`config.mk`:
```
export PLATFORM = sky130hd
export DESIGN_NAME = ex_result_stage
export DESIGN_NICKNAME = d
export VERILOG_FILES = /design/src/rtl/ex_pkg.sv /design/src/rtl/ex_result_stage_flag_unit.sv /design/src/rtl/ex_result_stage.sv
export SDC_FILE = /design/constraint.sdc
export NUM_CORES = 1
export LEC_CHECK = 0
export BUFFER_PORTS_ARGS = -buffer_cell sky130_fd_sc_hd__buf_4
export CAP_MARGIN = 20
export CORE_AREA = 2 2 84 86
export DETAILED_ROUTE_END_ITERATION = 6
export DIE_AREA = 0 0 86 88
export SETUP_SLACK_MARGIN = 0.5
export SYNTH_ARGS = -nofsm -noshare
export SYNTH_HDL_FRONTEND = slang
export SYNTH_SLANG_ARGS = --single-unit
```
`constraint.sdc`:
```
create_clock -name clk -period 2.1 [get_ports clk]
set_input_delay 0.105 -clock clk [delete_from_list [all_inputs] [get_ports clk]]
set_output_delay 0.105 -clock clk [all_outputs]
set_load 0.05 [all_outputs]
```
`src/rtl/ex_pkg.sv`:
```
// rtl/ex_pkg.sv - opcode, flag-index and buffer-state definitions for the EX result stage
package ex_pkg;

  localparam logic [3:0] OP_ADD    = 4'b0000;
  localparam logic [3:0] OP_SUB    = 4'b0001;
  localparam logic [3:0] OP_XOR    = 4'b0010;
  localparam logic [3:0] OP_RED    = 4'b0011;
  localparam logic [3:0] OP_SLL    = 4'b0100;
  localparam logic [3:0] OP_SRA    = 4'b0101;
  localparam logic [3:0] OP_ROR    = 4'b0110;
  localparam logic [3:0] OP_PADDSB = 4'b0111;

  localparam int FLAG_Z = 2;
  localparam int FLAG_V = 1;
  localparam int FLAG_N = 0;

  typedef logic [2:0] flag_t;

  typedef enum logic [1:0] {
    BUF_EMPTY = 2'd0,
    BUF_ONE   = 2'd1,
    BUF_TWO   = 2'd2
  } buf_state_e;

endpackage

```
`src/rtl/ex_result_stage_flag_unit.sv`:
```
// rtl/ex_result_stage_flag_unit.sv - Z/V/N flag decode and register
// EX_FLAG_FWD_EN: flags_fwd_o shows the combinational next-flags value instead of the register.
module flag_unit
  import ex_pkg::*;
#(
  parameter int DW = 16
) (
  input  logic          clk,
  input  logic          rst,
  input  logic          upd_i,
  input  logic [3:0]    opcode_i,
  input  logic [DW-1:0] result_i,
  input  logic          error_i,
  output flag_t         flags_o,
  output flag_t         flags_fwd_o
);

  flag_t flags_q, flags_d;
  logic  zero;

  assign zero = (result_i == '0);

  always_comb begin
    flags_d = flags_q;
    if (upd_i) begin
      case (opcode_i)
        OP_ADD, OP_SUB: begin
          flags_d[FLAG_Z] = zero;
          flags_d[FLAG_V] = error_i;
          flags_d[FLAG_N] = result_i[DW-1];
        end
        OP_XOR, OP_SLL, OP_SRA, OP_ROR: flags_d[FLAG_Z] = zero;
        default: flags_d = flags_q;
      endcase
    end
  end

  always_ff @(posedge clk or posedge rst) begin
    if (rst) flags_q <= '0;
    else     flags_q <= flags_d;
  end

  assign flags_o = flags_q;

`ifdef EX_FLAG_FWD_EN
  assign flags_fwd_o = flags_d;
`else
  assign flags_fwd_o = flags_q;
`endif

endmodule

```
`src/rtl/ex_result_stage.sv`:
```
// rtl/ex_result_stage.sv - 2-entry result buffer toward MEM, flag update and PSA overflow counter
// EX_FLAG_FWD_EN (in flag_unit) selects the combinational flags_fwd view.
module ex_result_stage
  import ex_pkg::*;
#(
  parameter int DW       = 16,
  parameter int ERRCNT_W = 8
) (
  input  logic                clk,
  input  logic                rst,
  input  logic                in_valid,
  output logic                in_ready,
  input  logic [DW-1:0]       in_result,
  input  logic                in_error,
  input  logic [3:0]          in_opcode,
  input  logic [3:0]          in_dst,
  input  logic                in_wr_en,
  input  logic                flush,
  output logic                out_valid,
  input  logic                out_ready,
  output logic [DW-1:0]       out_result,
  output logic [3:0]          out_dst,
  output logic                out_wr_en,
  output logic [2:0]          flags,
  output logic [2:0]          flags_fwd,
  output logic [ERRCNT_W-1:0] err_cnt,
  input  logic                err_clr
);

  buf_state_e          state_q, state_d;
  logic [DW-1:0]       head_res_q, head_res_d, tail_res_q, tail_res_d;
  logic [3:0]          head_dst_q, head_dst_d, tail_dst_q, tail_dst_d;
  logic                head_we_q, head_we_d, tail_we_q, tail_we_d;
  logic [ERRCNT_W-1:0] err_cnt_q, err_cnt_d;
  logic                accept, pop;

  // in_ready comes straight from the occupancy register, never from out_ready
  assign in_ready  = (state_q != BUF_TWO);
  assign out_valid = (state_q != BUF_EMPTY);
  assign accept    = in_valid & in_ready & ~flush;
  assign pop       = out_valid & out_ready;

  always_comb begin
    state_d    = state_q;
    head_res_d = head_res_q;
    head_dst_d = head_dst_q;
    head_we_d  = head_we_q;
    tail_res_d = tail_res_q;
    tail_dst_d = tail_dst_q;
    tail_we_d  = tail_we_q;
    if (flush) begin
      state_d = BUF_EMPTY;
    end else begin
      case (state_q)
        BUF_EMPTY: if (accept) begin
          head_res_d = in_result; head_dst_d = in_dst; head_we_d = in_wr_en;
          state_d    = BUF_ONE;
        end
        BUF_ONE: begin
          if (accept && pop) begin
            head_res_d = in_result; head_dst_d = in_dst; head_we_d = in_wr_en;
          end else if (accept) begin
            tail_res_d = in_result; tail_dst_d = in_dst; tail_we_d = in_wr_en;
            state_d    = BUF_TWO;
          end else if (pop) begin
            state_d = BUF_EMPTY;
          end
        end
        BUF_TWO: if (pop) begin
          head_res_d = tail_res_q; head_dst_d = tail_dst_q; head_we_d = tail_we_q;
          state_d    = BUF_ONE;
        end
        default: state_d = BUF_EMPTY;
      endcase
    end
  end

  always_comb begin
    err_cnt_d = err_cnt_q;
    if (err_clr)
      err_cnt_d = '0;
    else if (accept && in_opcode == OP_PADDSB && in_error && err_cnt_q != {ERRCNT_W{1'b1}})
      err_cnt_d = err_cnt_q + 1'b1;
  end

  always_ff @(posedge clk or posedge rst) begin
    if (rst) begin
      state_q    <= BUF_EMPTY;
      head_res_q <= '0;
      head_dst_q <= '0;
      head_we_q  <= 1'b0;
      tail_res_q <= '0;
      tail_dst_q <= '0;
      tail_we_q  <= 1'b0;
      err_cnt_q  <= '0;
    end else begin
      state_q    <= state_d;
      head_res_q <= head_res_d;
      head_dst_q <= head_dst_d;
      head_we_q  <= head_we_d;
      tail_res_q <= tail_res_d;
      tail_dst_q <= tail_dst_d;
      tail_we_q  <= tail_we_d;
      err_cnt_q  <= err_cnt_d;
    end
  end

  assign out_result = head_res_q;
  assign out_dst    = head_dst_q;
  assign out_wr_en  = head_we_q;
  assign err_cnt    = err_cnt_q;

  flag_unit #(.DW(DW)) u_flag_unit (
    .clk        (clk),
    .rst        (rst),
    .upd_i      (accept),
    .opcode_i   (in_opcode),
    .result_i   (in_result),
    .error_i    (in_error),
    .flags_o    (flags),
    .flags_fwd_o(flags_fwd)
  );

endmodule

```
# --- Word level (Yosys, flattened, before mapping) ---
# Cells that the tools add are included.
word_totals:
  ff_bits: 55
  latch_bits: 0
  ramBits: 0
  mem_bits_ro: 0
  out_inout_bits: 37
  wordCells: 71
  mem_count: 0
op_classes:
  addsub: 1
  n_mul: 0
  div: 0
  order_cmp: 0
  n_eq_ne: 17
  shift: 0
  n_mux: 21
  bitwise: 5
  n_reduce_logical: 17
ops:
  columns: ["operator", "n"]
  rows:
  - ["$mux 16", 3]
  - ["$pmux 16 s3", 1]
  - ["$eq 4x3->1 const B", 4]
  - ["$logic_not 16->1", 1]
  - ["$mux 8", 2]
  - ["$mux 2", 6]
  - ["$mux 4", 3]
  - ["$pmux 4 s3", 1]
  - ["$ne 3x3->1 const B", 3]
  - ["$add 8x1->8 const B", 1]
  - ["$ne 2x2->1 const B", 4]
  - ["$ne 8x8->1 const B", 1]
  - ["$reduce_and 4->1", 2]
  - ["$pmux 2 s3", 1]
  - ["$reduce_or 6->1", 1]
  - ["$reduce_and 5->1", 1]
  - ["$eq 4x1->1 const B", 1]
  - ["$eq 4x2->1 const B", 1]
  - ["$logic_and 1x1->1", 4]
  - ["$logic_not 4->1", 1]
  - ["$ne 4x4->1 const B", 1]
  - ["$reduce_and 2->1", 2]
  - ["$reduce_bool 2->1", 2]
  - ["$and 1x1->1", 3]
  - ["8 further kinds", 11]

# --- Logic depth before layout (Yosys ltp) ---
# Gate-level depths: netlist of the first run.
depth:
  word_depth: 8
  depth_mapped: 6
  mapped_depth_nobuf: 5

# --- Cells and area by module ---
# A second synthesis of the first run with hierarchy kept.
unflattened:
  hier_cells: 203
  area_unflattened_um2: 2655.0
modules_own_cells:
  columns: ["mod", "instances", "cells_each", "area_each_um2"]
  rows:
  - ["ex_result_stage", 1, 184, 2426.1]
  - ["flag_unit", 1, 19, 229.0]

# --- Worst setup path after synthesis of the first run ---
# No wires, ideal clock.
synth_path:
  path_kind: "flip-flop to flip-flop"
  start: "register err_cnt_q[0] (netlist: err_cnt[0])"
  end: "register err_cnt_q[3] (netlist: err_cnt[3])"
  arrival_time_ns: 1.673
  required_ns: 2.022
  slack_ns: 0.349
  stages_incl_launch_ff: 6
  path_buffers: 0
  synth_period_minus_slack_ns: 1.751
  path_cell_list: "dfrtp_1 ha_1 nand3_1 nor2_1 or4_1 a21oi_1"
synth_via:
  elab_chain_len: 3
  word_cells_on_any_way: 6
  cone_classes: "add/sub: 1; eq/ne: 1; mux: 2; reduce/logical: 2"
synth_lines:
  columns: ["element", "line_no", "rtl"]
  rows:
  - ["from (decl)", "ex_result_stage.sv:34", "logic [ERRCNT_W-1:0] err_cnt_q, err_cnt_d;"]
  - ["from (signal assigned)", "ex_result_stage.sv:104", "err_cnt_q <= err_cnt_d;"]
  - ["$add 8x1->8 or $ne 8x8->1 (tied branches)", "ex_result_stage.sv:83, ex_result_stage.sv:82", null]
  - ["$mux 8 or $logic_and 1x1->1 (tied branches)", "ex_result_stage.sv:82", "else if (accept && in_opcode == OP_PADDSB && in_error && err_cnt_q != {ERRCNT_W{1'b1}})"]
  - ["$mux 8 or $reduce_bool 2->1 (tied branches)", null, null]
# Parallel ways exist; a longest one is shown, timed or not. The select of a mux whose other input is x is not followed.
# A chain may end at the register's enable or synchronous reset.

# --- Worst setup path in the final report of the first run ---
layout_path:
  start: "register state_q[1]"
  end: "register head_dst_q[0] (netlist: out_dst[0])"
layout_via:
  elab_chain_len: 6
  word_cells_on_any_way: 15
  cone_classes: "eq/ne: 6; mux: 1; bitwise: 3; reduce/logical: 5"
layout_lines:
  columns: ["element", "line_no", "rtl"]
  rows:
  - ["from (decl)", "ex_result_stage.sv:30", "buf_state_e state_q, state_d;"]
  - ["from (signal assigned)", "ex_result_stage.sv:97", "state_q <= state_d;"]
  - ["$ne 2x2->1", "ex_result_stage.sv:38", "assign in_ready = (state_q != BUF_TWO);"]
  - ["$and 1x1->1 (2 in series)", "ex_result_stage.sv:40", "assign accept = in_valid & in_ready & ~flush;"]
  - ["$logic_and 1x1->1", "ex_result_stage.sv:60", "if (accept && pop) begin"]
  - ["$ne 2x2->1 (no source line)", null, null]
  - ["$reduce_and 5->1 (no source line)", null, null]
  - ["to (signal assigned)", "ex_result_stage.sv:99", "head_dst_q <= head_dst_d;"]
  - ["to (decl)", "ex_result_stage.sv:32", "logic [3:0] head_dst_q, head_dst_d, tail_dst_q, tail_dst_d;"]
# Parallel ways exist; a longest one is shown, timed or not.

==> flow_summary.rst, run 1 <==
.. list-table::
   :header-rows: 1

   * - Metric
     - Value
   * - Initial Util
     - 39.4%
   * - Largest clock skew in the final design
     - 0.0113 ns
   * - Maximum capacitance violations
     - 0
   * - Library cell with the largest summed area after synthesis
     - sky130_fd_sc_hd__dfrtp_1
   * - 1st-pass router iterations
     - 4
   * - Unrepaired setup endpoints after global routing
     - yes
   * - Routability congestion estimate
     - 0.753
   * - Most numerous cell types in the synthesized netlist
     - sky130_fd_sc_hd__mux2_2, sky130_fd_sc_hd__dfrtp_1, sky130_fd_sc_hd__nor2_1, sky130_fd_sc_hd__a21oi_1
   * - Top-level port count
     - 69
   * - CTS tree
     - yes
   * - Maximum fanout count along the critical path
     - 11
   * - Average routed wire per standard cell
     - between 15 and 20 µm
   * - CTS H-tree lvls
     - 2
   * - Count of antenna diodes in the layout
     - 0
   * - Depth of the worst register-to-register path
     - 5
   * - Synth Flop Type
     - sky130_fd_sc_hd__dfrtp_1
   * - Horizontal die dimension
     - roughly 86 µm
   * - Number of global-route vias before repair
     - 1,815
   * - Worst EP required
     - 2.29 ns
   * - Slew headroom
     - 71.2%
   * - Final Non-Filler Cells
     - approximately 360
   * - Post-synth EDFFs
     - 0
   * - Final setup vio count
     - 0
   * - Proportion of netlist area held by the largest area contributor
     - ~53%
   * - Hpwl dp
     - 3.71 mm
   * - Post-synthesis instance area
     - roughly 2600 µm²
   * - Number of buffers inserted by port buffering
     - 68
   * - Total congestion overflow
     - 0
   * - Clock buffer depth
     - 2
   * - Insertion delay of the later-clocked pin in the worst-skew pair
     - around 0.31 ns
   * - Post-Syn Area per Cell
     - 13.0 µm²
   * - Layout net count
     - between 300 and 400
   * - Post-synthesis sequential area ratio
     - 52.6%
   * - Final clock period utilization by the worst path
     - 79.1%
   * - Synth async-reset ratio
     - 100%
   * - TritonCTS Sinks
     - 55
   * - Total power density per cell area
     - about 880 nW/µm²
   * - Vias per cell
     - approximately 5.2
   * - Synthesis-to-layout area growth
     - 34.4%
   * - Worst EP arrival
     - between 1.5 and 2 ns
   * - Max IR drop VDD
     - approximately 0.00058 V
   * - Synth cell types
     - 33
   * - DRC
     - 0
   * - Pin count of the biggest net entering global routing
     - 56
   * - Count leader, synth
     - sky130_fd_sc_hd__mux2_2
   * - Hold Path Class
     - input port to register
   * - Master cell of the clock root buffer
     - sky130_fd_sc_hd__clkbuf_8
   * - Highest attainable clock frequency
     - ~600 MHz
   * - Worst r2r src
     - state_q[1]
   * - Number of instances in the synthesized netlist
     - 202
   * - Static leakage
     - ~1.6 nW
   * - Vert. Die Dim
     - slightly below 90 µm
   * - Area of the die
     - ~7600 µm²
   * - Antenna violations before repair
     - 0
   * - Instance count along the most critical hold path
     - 2
   * - Detailed Route Iter0 Violations
     - a little under 70
   * - Row count
     - 30
   * - Clock-pin slew on the worst setup and hold paths
     - around 0.10 ns
   * - Flops & latches, synth
     - 55
   * - Endpoint with the worst hold slack
     - err_cnt[0]
   * - Number of routed nets with antenna violations
     - 0
   * - Result of the run
     - complete, no violations
   * - Largest cells by area after synthesis
     - sky130_fd_sc_hd__dfrtp_1, sky130_fd_sc_hd__mux2_2, sky130_fd_sc_hd__buf_4
   * - Setup slack, reg-to-reg
     - ~0.44 ns
   * - Min-Delay Startpoint
     - err_clr
   * - Hold violation total from the final report
     - 0
   * - Worst Setup Start Kind
     - register
   * - Cells after DPL
     - around 340
   * - Sort of element at the end of the critical path
     - register
   * - Crit path time final
     - approximately 1.7 ns
   * - Core area
     - approximately 6600 µm²
   * - Yosys Warn Count
     - 0
   * - Reg2reg end
     - out_dst[0]
   * - Ratio of cells with drive above 1 in the final layout
     - about 60%
   * - Final Slew Violations
     - 0
   * - Total number of vias
     - about 1,900
   * - Total GRT Usage
     - between 10% and 20%
   * - Mapped Nets
     - 235
   * - Slew @ Worst Pin
     - 0.428 ns
   * - TritonCTS buffer count
     - 5
   * - Routed wire length
     - ~5.5 mm
   * - Global-route wire length before repair
     - about 8.7 mm
   * - Final TNS setup
     - 0 ns
   * - Worst setup path category
     - register to register
-- worst max-delay path, stage by stage, from the launching register on --
cell and delay, ns:
sky130_fd_sc_hd__dfrtp_1 0.43, sky130_fd_sc_hd__and2b_1 0.23, sky130_fd_sc_hd__and2_4 0.17, sky130_fd_sc_hd__o21bai_4 0.20
sky130_fd_sc_hd__buf_12 0.18, sky130_fd_sc_hd__mux2_2 0.33
-- stage by stage --
step                instance area [µm²]  util (%)  worst slack (ns)  hold WS, ns  power (W)
global route                       3520      52.9             0.385       0.0155    0.00325
global placement                   3210      48.3             0.417        0.191    0.00231
floorplan                          2630         -             0.508        0.171    0.00204
CTS                                3370      50.8             0.465       0.0200    0.00308
detailed placement                 3210      48.3             0.414        0.193    0.00233
finish                             3520      52.9             0.439       0.0251    0.00309
-- cells by family (layout without fill, tap and decap cells) --
logic type               Yosys count  in the layout  synth area share [%]
multiplexers                      68             68                  29.2
adder cells (fa/ha/maj)            1              1                 0.478
AO/OA/AOI/OAI                     18             18                  4.21
AND/OR/NAND/NOR                   47             47                  10.5
flip-flops                        55             55                  52.6
buffers and inverters             13             93                  3.11
-- where the power goes --
part	switching, W	leakage, nW	internal, W
Combinational	0.000567	0.890	0.000419
Clock	0.000342	0.0612	0.000386
Sequential	0.000106	0.677	0.00127
-- cell type report --
type,count,area (µm²)
Clock buffer,6,82.6
Fill cell,583,3130
Inverter,1,3.75
Clock inverter,2,35.0
Multi-Input combinational cell,134,1220
Sequential cell,55,1380
Timing Repair Buffer,84,698
Tap cell,80,100
-- layer usage --
| layer | part of all wire [%] | vias up | track usage, % | wire length, µm |
|---|---|---|---|---|
| li1 | - | 896 | - | - |
| met1 | 44 | 940 | 19.3 | 2430 |
| met2 | 50 | 38 | 24.5 | 2770 |
| met3 | 4.7 | 7 | 3.86 | 262 |
| met4 | 1.2 | 0 | 4.76 | 68 |
| met5 | 0 | - | 0 | 0 |
-- timing repair --
item                                   4_1_cts  5_1_grt
endpoints found under the hold margin       56        0
hold buffers                                 2        0
setup endpoints to repair                   25       44
pin swaps                                    0        1
buffers inserted                             1        7
cloned                                       0        2
gates resized for setup                      4       15
-- worst max path at each step --
stage	from	end	depth (start not counted)
after floorplan	err_cnt[0]	err_cnt[3]	5
after global placement	state_q[0]	err_cnt[5]	4
after detailed placement	state_q[1]	out_result[4]	5
after CTS	state_q[1]	out_dst[0]	5
after global routing	state_q[1]	out_dst[0]	5
final	state_q[1]	out_dst[0]	5
-- placed cells by master, fill, tap and decap left out, drive strengths merged --
cell type / count
a21oi: 7
and2b: 1
buf: 81
and3: 2
nand2: 5
nand2b: 3
nor4: 4
nor3: 1
o21ai: 5
and4: 1
o31ai: 2
or2: 1
nor2b: 1
nand3: 5
or3b: 1
or3: 3
clkbuf: 7
nand4: 5
or4: 3
o41ai: 1
bufinv: 1
clkinv: 1
o21bai: 1
nor2: 10
mux2i: 2
a21o: 1
ha: 1
inv: 1
mux2: 66
and2: 1
dlygate4sd3: 2
a21boi: 1
dfrtp: 55
-- sequential cells by signal, summed over array words and instances, names as in the netlist --
| register | flops |
|---|---|
| state_q | 2 |
| u_flag_unit.flags_fwd_o | 3 |
| err_cnt | 8 |
| tail_we_q | 1 |
| out_dst | 4 |
| tail_res_q | 16 |
| tail_dst_q | 4 |
| out_wr_en | 1 |
| out_result | 16 |
Power figures use the tool's default switching activity.
==> run 2, diff against run 1 <==
==> constraint.sdc (replaced) <==
create_clock -name clk -period 1.4 [get_ports clk]
set_input_delay 0.07 -clock clk [delete_from_list [all_inputs] [get_ports clk]]
set_output_delay 0.07 -clock clk [all_outputs]
set_load 0.05 [all_outputs]
==> run 2 against run 1 <==
Compared with the run above: register-to-register slack worse by 0.71 ns; critical path depth up 1; critical path type unchanged; first-iteration DRC count down 22%; final cell count up 12%; utilization up 12 points; flip-flop and latch count unchanged; global-route usage up 2.8 points; the flow now finishes with violations (setup timing).
==> flow_summary.rst, run 2 (same netlist as run 1, synthesis figures left out) <==
.. list-table::
   :header-rows: 1

   * - Metric
     - Value
   * - Maximum capacitance violations
     - 0
   * - Wire length on met3
     - 277 µm
   * - Synthesis-to-layout area growth
     - 64.6%
   * - Hold Path Class
     - input port to register
   * - Pin count of the biggest net entering global routing
     - 38
   * - Result of the run
     - complete, but fails checks
   * - Detailed Route Iter0 Violations
     - 54
   * - Total congestion overflow
     - 0
   * - Uppermost layer routed
     - met4
   * - Clock-pin slew on the worst setup and hold paths
     - roughly 0.11 ns
   * - Layout net count
     - ~360
   * - Cells after DPL
     - 356
   * - Sw power
     - 0.00164 W
   * - Highest attainable clock frequency
     - roughly 600 MHz
   * - 1st-pass router iterations
     - 4
   * - Initial Util
     - between 30 and 40%
   * - Worst EP required
     - about 1.6 ns
   * - Dpl ws
     - -0.218 ns
   * - TritonCTS buffer count
     - 5
   * - Failing checks
     - setup timing
   * - Number of routed nets with antenna violations
     - 0
   * - Unrepaired setup endpoints after global routing
     - yes
   * - Number of global-route vias before repair
     - between 2,000 and 2,500
   * - Final setup vio count
     - between 50 and 60
   * - TritonCTS Sinks
     - 55
   * - Placement Cell Area
     - around 3400 µm²
   * - Antenna violations before repair
     - 0
   * - Vias per cell
     - 5.10
   * - Global-route wire length before repair
     - between 10 and 15 mm
   * - Detail Route met2 WL
     - between 3 and 4 mm
   * - Share of total power in sequential cells
     - 44.5%
   * - Area of the die
     - about 7600 µm²
   * - Worst setup path category
     - register to register
   * - Routability congestion estimate
     - approximately 0.76
   * - Max IR drop VDD
     - between 0.0006 and 0.0007 V
   * - Combinational cell fraction of total power
     - between 30% and 40%
   * - DRC
     - 0
   * - Static leakage
     - around 1.9 nW
   * - Slew headroom
     - roughly two thirds
   * - Total number of vias
     - between 2,000 and 2,500
   * - Master cell of the clock root buffer
     - sky130_fd_sc_hd__clkbuf_8
   * - Hold violation total from the final report
     - 0
   * - Worst-case setup margin in the final layout
     - -0.270 ns
   * - Post-route cell area
     - about 4300 µm²
   * - Hpwl dp
     - slightly below 4 mm
   * - Maximum fanout count along the critical path
     - 5
   * - Horizontal die dimension
     - 86 µm
   * - Number of buffers inserted by port buffering
     - 68
   * - Top-level port count
     - 69
   * - Fraction of power spent switching nets
     - 34.7%
   * - M1 wire length
     - roughly 2.9 mm
   * - Final Slew Violations
     - 0
   * - Routed wire length
     - roughly 6.6 mm
   * - Count of antenna diodes in the layout
     - 0
   * - Vert. Die Dim
     - 88 µm
   * - Crit path time final
     - roughly 1.7 ns
   * - Slew @ Worst Pin
     - roughly 0.49 ns
   * - Row count
     - 30
   * - Clock buffer depth
     - 2
   * - Setup slack, reg-to-reg
     - -0.27 ns
   * - Commonest non-fill, non-tap cell in the layout
     - sky130_fd_sc_hd__mux2_2
   * - Top library cells by usage in the layout, fill and taps aside
     - sky130_fd_sc_hd__mux2_2, sky130_fd_sc_hd__buf_4, sky130_fd_sc_hd__dfrtp_1
   * - CTS tree
     - yes
   * - Largest clock skew in the final design
     - about 0.010 ns
   * - Average routed wire per standard cell
     - 16.3 µm
   * - Core area
     - 6640 µm²
   * - Final Non-Filler Cells
     - about 410
   * - Clk pwr share
     - roughly a fifth
   * - Insertion delay of the later-clocked pin in the worst-skew pair
     - 0.32 ns
   * - Worst EP arrival
     - around 1.9 ns
   * - Sort of element at the end of the critical path
     - register
   * - Total power density per cell area
     - 1100 nW/µm²
   * - CTS H-tree lvls
     - 2
   * - Worst Setup Start Kind
     - register
   * - Final clock period utilization by the worst path
     - 119%
   * - Ratio of cells with drive above 1 in the final layout
     - between 60 and 70%
   * - Internal power
     - 0.00308 W
   * - Total GRT Usage
     - roughly 18%
run 2: changes by cell type in the layout (fill, tap and decap cells not counted), moves of 6 or more:
cell                            change
sky130_fd_sc_hd__buf_4             -27
sky130_fd_sc_hd__a21oi_1            -6
sky130_fd_sc_hd__buf_8             +15
sky130_fd_sc_hd__mux2_2             +8
sky130_fd_sc_hd__buf_6             +32
sky130_fd_sc_hd__dfrtp_2            +8
sky130_fd_sc_hd__dlygate4sd3_1     +16
sky130_fd_sc_hd__a21oi_2            +6
sky130_fd_sc_hd__dfrtp_1            -8
sky130_fd_sc_hd__mux2_4             -8
run 2: what timing repair did:
action                                  4_1_cts  5_1_grt
pin swaps                                    10        6
hold endpoints to repair                     38        2
endpoints found under the setup margin       92      129
hold buffers                                 16        2
buffers inserted                             12        6
gates resized for setup                      79       17
gates cloned                                  4        2
run 2: area by class of cell:
type | count | area (µm²)
inverter | 1 | 7.51
multi-input combinational | 134 | 1280
fill | 515 | 2340
clock inverter | 3 | 25.0
sequential | 55 | 1390
timing repair buffer | 128 | 1430
clock buffer | 5 | 68.8
tap | 80 | 100
run 2: worst paths after layout:
path | start | endpoint | cells after the start
worst max-delay path | state_q[1] | out_result[13] | 6
min in group asynchronous | rst | err_cnt[7] | 4
max in group asynchronous | rst | err_cnt[5] | 4
worst min-delay path | in_result[9] | tail_res_q[9] | 2
worst max register to register | state_q[1] | out_result[13] | 6
worst min register to register | tail_res_q[14] | tail_res_q[14] | 1
run 2: metal layers:
layer / vias to the layer above / GRT usage [%]
li1: 975 / -
met1: 1038 / 22.1
met2: 49 / 30.0
met3: 7 / 3.77
met4: 0 / 6.64
met5: - / 0
run 2: worst max-delay path: stages (launching register included):
cell,delay [ns]
sky130_fd_sc_hd__dfrtp_1,0.42
sky130_fd_sc_hd__buf_4,0.14
sky130_fd_sc_hd__mux2i_1,0.14
sky130_fd_sc_hd__nor2_1,0.09
sky130_fd_sc_hd__o21bai_4,0.23
sky130_fd_sc_hd__clkbuf_16,0.20
sky130_fd_sc_hd__mux2_2,0.32
run 2: power by group through the flow:
stage          clock (W)  combinational (W)  sequential, W
2_1_floorplan          0           0.000509        0.00256
3_3_place_gp           0            0.00142        0.00209
3_5_place_dp           0            0.00143        0.00210
4_1_cts         0.000943            0.00165        0.00210
5_1_grt          0.00101            0.00178        0.00214
6_report        0.000923            0.00170        0.00210
run 2: metrics by stage:
step / hold WS (ns) / power, W / util [%] / setup TNS [ns]
after CTS: 0.00259 / 0.00470 / 62.1 / -10.07
after global placement: 0.119 / 0.00350 / 50.8 / -6.90
after detailed placement: 0.120 / 0.00353 / 50.8 / -7.72
final: 0.00636 / 0.00472 / 64.8 / -11.11
after floorplan: 0.136 / 0.00307 / - / -2.80
after global routing: 0.000828 / 0.00494 / 64.8 / -14.10
